--- src/rtl/vp_pkg.sv ---
// Shared vector-pipeline definitions: register/element geometry, store FSM
// encoding and element/vector types used by the store unit and its helpers.
package vp_pkg;

    localparam int VEC_W     = 512;
    localparam int ELEM_W    = 32;
    localparam int NUM_ELEM  = VEC_W / ELEM_W;
    localparam int REG_IDX_W = 2;
    localparam int CNT_W     = $clog2(NUM_ELEM);

    typedef enum logic [1:0] {
        IDLE,
        READ,
        SEND,
        DONE
    } vsu_state_t;

    typedef logic signed [ELEM_W-1:0] elem_t;
    typedef logic        [VEC_W-1:0]  vec_t;

endpackage

--- src/rtl/vsu_elem_sel.sv ---
// Combinational NUM_ELEM:1 element selector over a packed vector; element 0
// lives in the least significant ELEM_W bits.
module vsu_elem_sel
    import vp_pkg::*;
(
    input  logic [VEC_W-1:0]  vec,
    input  logic [CNT_W-1:0]  idx,
    output logic [ELEM_W-1:0] elem
);

    always_comb begin
        // NOTE: a default before the loop keeps this purely combinational; without it any unmatched idx would infer a latch.
        elem = '0;
        for (int i = 0; i < NUM_ELEM; i++) begin
            if (idx == CNT_W'(i)) begin
                elem = vec[i*ELEM_W +: ELEM_W];
            end
        end
    end

endmodule

--- src/rtl/vector_store_unit.sv ---
// Vector store datapath: snapshots one register-file vector, then streams its
// elements to memory with a valid/ready handshake. Define VSU_STRIDE_EN for a strided address step.
module vector_store_unit
    import vp_pkg::*;
#(
    parameter int ADDR_W = 16
) (
    input  logic                 clk,
    input  logic                 reset,
    input  logic                 start,
    input  logic [REG_IDX_W-1:0] reg_sel,
    input  logic [ADDR_W-1:0]    base_addr,
`ifdef VSU_STRIDE_EN
    input  logic [ADDR_W-1:0]    stride,
`endif
    output logic [REG_IDX_W-1:0] rAdd,
    input  logic [VEC_W-1:0]     reg_data,
    output logic [ADDR_W-1:0]    mem_addr,
    output logic [ELEM_W-1:0]    mem_wdata,
    output logic                 mem_we,
    input  logic                 mem_ready,
    output logic                 busy,
    output logic                 done
);

    vsu_state_t          state, state_next;
    logic [VEC_W-1:0]    snapshot;
    logic [CNT_W-1:0]    cnt;
    logic [ADDR_W-1:0]   step;
    logic [ELEM_W-1:0]   cur_elem;
    logic                accept;
    logic                last_elem;

`ifdef VSU_STRIDE_EN
    logic [ADDR_W-1:0]   stride_q;
    assign step = stride_q;
`else
    assign step = ADDR_W'(1);
`endif

    assign accept    = mem_we && mem_ready;
    assign last_elem = (cnt == CNT_W'(NUM_ELEM - 1));

    always_ff @(posedge clk) begin
        // NOTE: state registers use non-blocking assignments so every flop samples pre-edge values regardless of statement order.
        if (reset) begin
            state    <= IDLE;
            rAdd     <= '0;
            mem_addr <= '0;
            // NOTE: the snapshot is a plain register bank, not a RAM, so clearing it on reset is cheap and keeps mem_wdata deterministic.
            snapshot <= '0;
            cnt      <= '0;
`ifdef VSU_STRIDE_EN
            stride_q <= '0;
`endif
        end else begin
            state <= state_next;
            case (state)
                IDLE: begin
                    if (start) begin
                        rAdd     <= reg_sel;
                        mem_addr <= base_addr;
`ifdef VSU_STRIDE_EN
                        stride_q <= stride;
`endif
                    end
                end
                READ: begin
                    snapshot <= reg_data;
                    cnt      <= '0;
                end
                SEND: begin
                    if (accept) begin
                        cnt      <= cnt + 1'b1;
                        mem_addr <= mem_addr + step;
                    end
                end
                default: ;
            endcase
        end
    end

    always_comb begin
        state_next = state;
        mem_we     = 1'b0;
        busy       = 1'b1;
        done       = 1'b0;
        case (state)
            IDLE: begin
                busy = 1'b0;
                if (start) state_next = READ;
            end
            READ: state_next = SEND;
            SEND: begin
                mem_we = 1'b1;
                if (mem_ready && last_elem) state_next = DONE;
            end
            DONE: begin
                done       = 1'b1;
                state_next = IDLE;
            end
            default: state_next = IDLE;
        endcase
    end

    vsu_elem_sel u_elem_sel (
        .vec  (snapshot),
        .idx  (cnt),
        .elem (cur_elem)
    );

    // Data bus is quiet outside SEND so idle cycles never show stale elements.
    assign mem_wdata = mem_we ? cur_elem : '0;

endmodule
--- config.mk ---
export PLATFORM = sky130hd
export DESIGN_NAME = vector_store_unit
export DESIGN_NICKNAME = d
export VERILOG_FILES = /design/src/rtl/vp_pkg.sv /design/src/rtl/vsu_elem_sel.sv /design/src/rtl/vector_store_unit.sv
export SDC_FILE = /design/constraint.sdc
export NUM_CORES = 1
export LEC_CHECK = 0
export ABC_CLOCK_PERIOD_IN_PS = 3700
export CAP_MARGIN = 0
export CORE_MARGIN = 2
export CORE_UTILIZATION = 50
export DETAILED_ROUTE_END_ITERATION = 12
export PLACE_DENSITY = 0.91
export RECOVER_POWER = 50
export SYNTH_ARGS = -nofsm -noshare
export SYNTH_HDL_FRONTEND = slang
export SYNTH_SLANG_ARGS = --single-unit
--- constraint.sdc ---
create_clock -name clk -period 3.7 [get_ports clk]
set_input_delay 0.37 -clock clk [delete_from_list [all_inputs] [get_ports clk]]
set_output_delay 0.37 -clock clk [all_outputs]
set_load 0.05 [all_outputs]
==> Word level (Yosys, flattened, before mapping) <==
Cells that the tools add are included.
{ "op_classes": {"addsub": 2, "n_eq_ne": 21, "n_mux": 28, "reduce_logical": 10} }
{ "op_table": {"columns": ["op", "count"], "rows": [
  ["32-bit two-way mux", 17],
  ["4-bit == test (second input constant)", 8],
  ["16-bit two-way mux", 2],
  ["16-bit case mux with 2 select lines", 1],
  ["16-bit by 1-bit adder with 16-bit output (second input constant)", 1],
  ["4-bit by 3-bit == test with 1-bit output (second input constant)", 4],
  ["4-bit by 2-bit == test with 1-bit output (second input constant)", 2],
  ["2-bit case mux with 4 select lines", 1],
  ["4-bit case mux with 2 select lines", 1],
  ["2-bit inequality test (second input constant)", 3],
  ["2-bit AND reduction", 3],
  ["4-bit by 1-bit adder with 4-bit output (second input constant)", 1],
  ["2-bit == test (second input constant)", 2],
  ["4-bit by 1-bit == test with 1-bit output (second input constant)", 1],
  ["4-bit logical NOT", 1],
  ["2-bit two-way mux", 2],
  ["4-bit two-way mux", 1],
  ["2-bit nonzero test", 2],
  ["1-bit two-way mux", 3],
  ["3-bit AND reduction", 1],
  ["2-bit by 1-bit == test with 1-bit output (second input constant)", 1],
  ["1-bit logical AND", 2],
  ["2-bit logical NOT", 1]
]} }
{ "word_totals": {"regBits": 536, "inputBits": 534, "out_inout_bits": 53, "word_cells": 66} }

==> Logic depth before layout (Yosys ltp) <==
{ "depth": {"ltp_word": 18, "depth_mapped": 10} }

==> Modules after synthesis <==
Synthesis repeated with hierarchy kept, for this count alone.
{ "unflattened": {"cells_unflattened": 2620, "hier_area_um2": 24821.3} }
{ "by_module_without_submodules": {"columns": ["module", "instances", "cells_each", "area_each_um2", "seq_area_each_um2"], "rows": [
  ["vector_store_unit", 1, 1883, 19547.5, 10730.3],
  ["vsu_elem_sel", 1, 737, 5273.8, 0.0]
]} }

==> Worst setup path after synthesis <==
Ideal clock, no wire load.
{ "synth_path": {"kind": "register -> output", "startpoint": "register state[0]", "endpoint": "output mem_wdata[25]", "arrival_time_ns": 3.365, "required_time_ns": 3.330, "slack_ns": -0.035, "stages_incl_launch_ff": 8, "n_path_buf": 2, "path_cell_list": "dfxtp_1 inv_1 ha_1 buf_2 clkbuf_1 o21ai_0 a21o_1 o41ai_1"} }
{ "synth_between": {"elab_chain_len": 3} }
{ "synth_rtl": {"columns": ["element", "line", "text"], "rows": [
  ["from (decl)", "vector_store_unit.sv:26", "vsu_state_t state, state_next;"],
  ["from (signal assigned)", "vector_store_unit.sv:57", "state <= state_next;"],
  ["2-bit == test", "vector_store_unit.sv:88", "case (state)"],
  ["1-bit two-way mux", "vector_store_unit.sv:88", null],
  ["named net mem_we", "vector_store_unit.sv:20", "output logic mem_we,"],
  ["32-bit two-way mux", "vector_store_unit.sv:113", "assign mem_wdata = mem_we ? cur_elem : '0;"],
  ["to (decl)", "vector_store_unit.sv:19", "output logic [ELEM_W-1:0] mem_wdata,"]
]} }
The timed path passes the listed nets, and every way through them passes these cells.

==> Worst setup path in the final report <==
{ "layout_path": {"startpoint": "register cnt[0]", "endpoint": "output mem_wdata[24]"} }
{ "layout_between": {"elab_chain_len": 18, "elab_cells_between_ends": 33, "cone_classes": "15 x eq/ne; 17 x mux; 1 x reduce/logical"} }
{ "layout_rtl": {"columns": ["element", "line", "text"], "rows": [
  ["from (decl)", "vector_store_unit.sv:28", "logic [CNT_W-1:0] cnt;"],
  ["from (signal assigned)", "vector_store_unit.sv:74", "cnt <= cnt + 1'b1;"],
  ["4-bit logical NOT", "vsu_elem_sel.sv:15", "if (idx == CNT_W'(i)) begin"],
  ["32-bit two-way mux (15 in series)", "vsu_elem_sel.sv:15", null],
  ["32-bit two-way mux (*)", "vsu_elem_sel.sv:15", null],
  ["32-bit two-way mux (*)", "vector_store_unit.sv:113", null]
]} }
Mark *: on every way between the ends. The rest lies on a longest branch, timed or not.

==> results <==
- The run finished, with violations left.
- The final reports fail on capacitance limit, slew limit.
- The overall overflow remaining after global route is 0.
- The number of setup buffers added after CTS is 0.
- For the pin with the worst max-slew slack, the measured transition is 1750 ps.
- The met1 usage is 40.0%.
- The synthesized netlist devotes 14.3% of its cell area to compound gates.
- Data arrives at the worst endpoint at 3320 ps.
- Entering global routing, the biggest net connects 162 pins.
- Detailed placement ended at an HPWL of 64000 µm.
- After synthesis, the share of flip-flops with an asynchronous set or reset is 0%.
- Of the cells placed in the final design, the portion with a size suffix greater than 1 is 6.98%.
- The count of final max-slew check failures is 28.
- The endpoint kind of the worst setup timing path is an output port.
- The overall power consumption is 21100 µW.
- The share of the synthesized netlist area taken by xor and xnor gates is 0.0355%.
- The final hold violation count is 0.
- The clock period could shrink to 3690 ps.
- Timing analysis after detailed placement gives a worst setup slack of 314 ps.
- Dividing the detail-routed via count by the number of cells gives 5.90.
- The worst setup skew after layout is 32.6 ps.
- The maximum ir drop on the vdd rail is 0.385 mV.
- The setup-violating endpoint count in the final report is 0.
- The top fanout value on the critical path is 15.
- After detailed placement, the total cell area comes to 31200 µm².
- The row count is 81.
- The sink count of the clock tree is 536.
- The class of the tightest hold or removal check is input port to register.
- The die boundary width is 226 µm.
- The synthesized design contains 0 enable-type register cells.
- Counting every net in the synthesized netlist gives 3364.
- The areal power density over the cells is 639 nW/µm².
- The number of buffers on the longest clock path is 3.
- The via count of the first global-routing pass is 22600.
- After synthesis, the cell types taking the most area are dfxtp_1, mux2i_1, nor2_1.
- Counting instances in the post-synthesis netlist gives the leading cell types as nor2_1, dfxtp_1, mux2i_1, o21ai_0, a21oi_1.
- Cells fill 67.7% of the core in the end.
- The mean instance size in the synthesized netlist is 8.75 µm².
- Once the floorplan was initialized, standard cells occupied 50.5% of the core.
- The critical path class is register to output port.
- The clock latency on the worst-skew pair is 610 ps.
- The count of pins on the block boundary is 587.
- The final route contains 23700 vias.
- The total number of yosys warnings is 0.
- In this run the tightest slew margin relative to its limit is -16.6%.
- The prevailing post-synth register cell is dfxtp_1.
- Global routing consumed, on the met3 layer, 7.03% of the routing resources.
- Global routing used 33.9% of the available tracks.
- The global routing stage identified its most utilized layer as met2.
- The TritonCTS buffer count is 54.
- The required time of the critical path is 3330 ps.
- The minimum hold slack is 328 ps.
- The pre-antenna-repair detailed-routing pass consisted of 9 iterations.
- The post-synthesis register bit count is 536.
- The clock root buffer is clkbuf_16.
- The congestion estimate from routability-driven global placement came to 0.937.
- The mux share of post-synthesis cell area is 21.0%.
- The cell type contributing the most total cell area after synthesis is dfxtp_1.
- After the first detailed-routing iteration, the DRC count stood at 2550.
- The clock tree from TritonCTS is yes.
- The maximum clock frequency is 0.271 GHz.
- The area share of the largest cell type after synthesis is 43.5%.
- The first global-routing pass estimated 132000 µm of wire.
- The number of nets in the finished design is 3828.
- Dividing the final minimum period by the clock period gives 99.9%.
- Summing the areas of all fa, ha and maj instances in the mapped netlist gives 0.456% of the synthesized area.
- The remaining design rule violation count is 0.
- Max-cap violations in this run came to 1.
- Sequential elements use 43.5% of the synthesized area.
- The relative area change from synthesis to final layout is 34.0%.
- The detail route stage leaves a number of antenna-violating nets equal to 0.
- The worst setup path is launched from a register.
- Global routing used 55.5% of the available met2 tracks.
- CTS built an H-tree with a depth of 2.
- Wires add up to 90700 µm.
- The CTS clock-pin slew for the worst setup and hold paths is 60 ps.
- The number of different library cells used by synthesis comes to 52.
- By area, the combinational part of the netlist is dominated by multiplexers.
- The slack of the critical path is 5.21 ps.
- The die footprint is 51100 µm².
- The initial antenna violation count was 26.
- The vertical extent of the die is 226 µm.
- The most common cell in the netlist is nor2_1.
- After Yosys synthesis, and, or, nand and nor cells account for 16.1% of the synthesized area.
- The core footprint is 48800 µm².
- The layout filler cell count is 3672.
- The analysis attributes to cell leakage a power of 0.0123 µW.
- The hold buffer count at cts is 0.
- After routing the design area is 33100 µm².
- The cell count after synthesis came out at 2821.
- Dividing the detail-routed wire length by the instance count gives 22.6 µm.
- Summing every instance area after synthesis gives 24700 µm².
- The count of input and output buffers is 586.
-- final timing paths --
path	to	startpoint	cells past startpoint	slack, ps
setup reg to reg	snapshot[339]$_SDFFE_PP0P_	state[1]$_SDFFE_PP0P_	5	180
hold / removal	rAdd[1]$_SDFFE_PP0P_	reg_sel[1]	3	330
hold reg to reg	rAdd[1]$_SDFFE_PP0P_	rAdd[1]$_SDFFE_PP0P_	2	470
setup / recovery	mem_wdata[24]	cnt[0]$_SDFFE_PP0P_	8	5
-- area by class of cell --
class                      instances  area, µm²  area share [%]
multi-input combinational       2024      13100            39.6
sequential                       536      10700            32.5
timing repair buffer             656       6540            19.8
clock buffer                      79       1600            4.83
tap                              664        831            2.51
clock inverter                    17        175           0.530
antenna                           23       57.6           0.174
inverter                          13       51.3           0.155
-- cell usage in the layout, fill, tap and decap left out, types with 5 or more instances in the layout --
cell type | Yosys | layout
clkbuf_1 | 126 | 17
inv_1 | 12 | 12
o41ai_1 | 30 | 17
a21oi_1 | 149 | 149
clkbuf_8 | 0 | 13
buf_4 | 13 | 67
o41ai_2 | 0 | 13
buf_12 | 0 | 19
clkbuf_4 | 0 | 5
a31oi_1 | 33 | 33
a21o_1 | 30 | 30
clkinv_2 | 0 | 9
a211oi_1 | 7 | 7
and3_1 | 34 | 34
nand2b_1 | 34 | 31
a22oi_1 | 32 | 32
dfxtp_1 | 536 | 533
nor2b_1 | 68 | 68
o21ai_1 | 10 | 10
o21ai_0 | 163 | 163
nor2_1 | 630 | 630
a311oi_2 | 0 | 15
or3_1 | 6 | 6
a211o_1 | 31 | 31
nand3_1 | 48 | 47
clkdlybuf4s50_1 | 0 | 553
a311oi_1 | 30 | 14
clkbuf_16 | 0 | 55
nor3_1 | 8 | 8
mux2i_1 | 516 | 516
nand2_1 | 83 | 83
o22ai_1 | 34 | 34
diode_2 | 0 | 23
-- kinds of logic after synthesis --
group	after synthesis
simple gates	927
compound gates	570
flops	536
mux	517
buf+inv	261
fa+ha+maj	9
xor+xnor	1
-- power by group --
| group | leakage [µW] | internal, µW | total [µW] | switching [µW] |
|---|---|---|---|---|
| combinational | 0.00703 | 3450 | 7480 | 4030 |
| clock | 0.000871 | 3190 | 5550 | 2360 |
| sequential | 0.00438 | 7140 | 8100 | 961 |
| total | 0.0123 | 13800 | 21100 | 7350 |
-- per-layer routing --
layer / part of all wire, % / wire, µm / up-vias
li1: - / - / 10800
met1: 37 / 33800 / 11200
met2: 47 / 42500 / 1343
met3: 9.0 / 8170 / 343
met4: 6.8 / 6210 / 12
met5: 0.10 / 91 / -
-- what timing repair did --
item | CTS | global route
pin swaps | 1 | 1
gates resized for setup | 18 | 15
setup endpoints to repair | 26 | 18
-- worst max-delay path, stage by stage (launching register included) --
cell      delay [ps]
dfxtp_2          370
ha_4             220
buf_4            180
nor2_4           420
buf_4            240
a31oi_1          130
a311oi_1         730
o41ai_1          190
buf_4            230
-- stage by stage --
stage               setup TNS (ps)  instances
global route                 -3.52       4007
finish                           0       4012
floorplan                        0       2821
CTS                              0       3989
global placement                 0       3893
detailed placement               0       3893
-- state kept, by name, indices dropped and copies added, names as in the netlist --
register  cells
snapshot    512
mem_addr     16
cnt           4
rAdd          2
state         2
No activity file was read; power rests on OpenSTA's default activity.
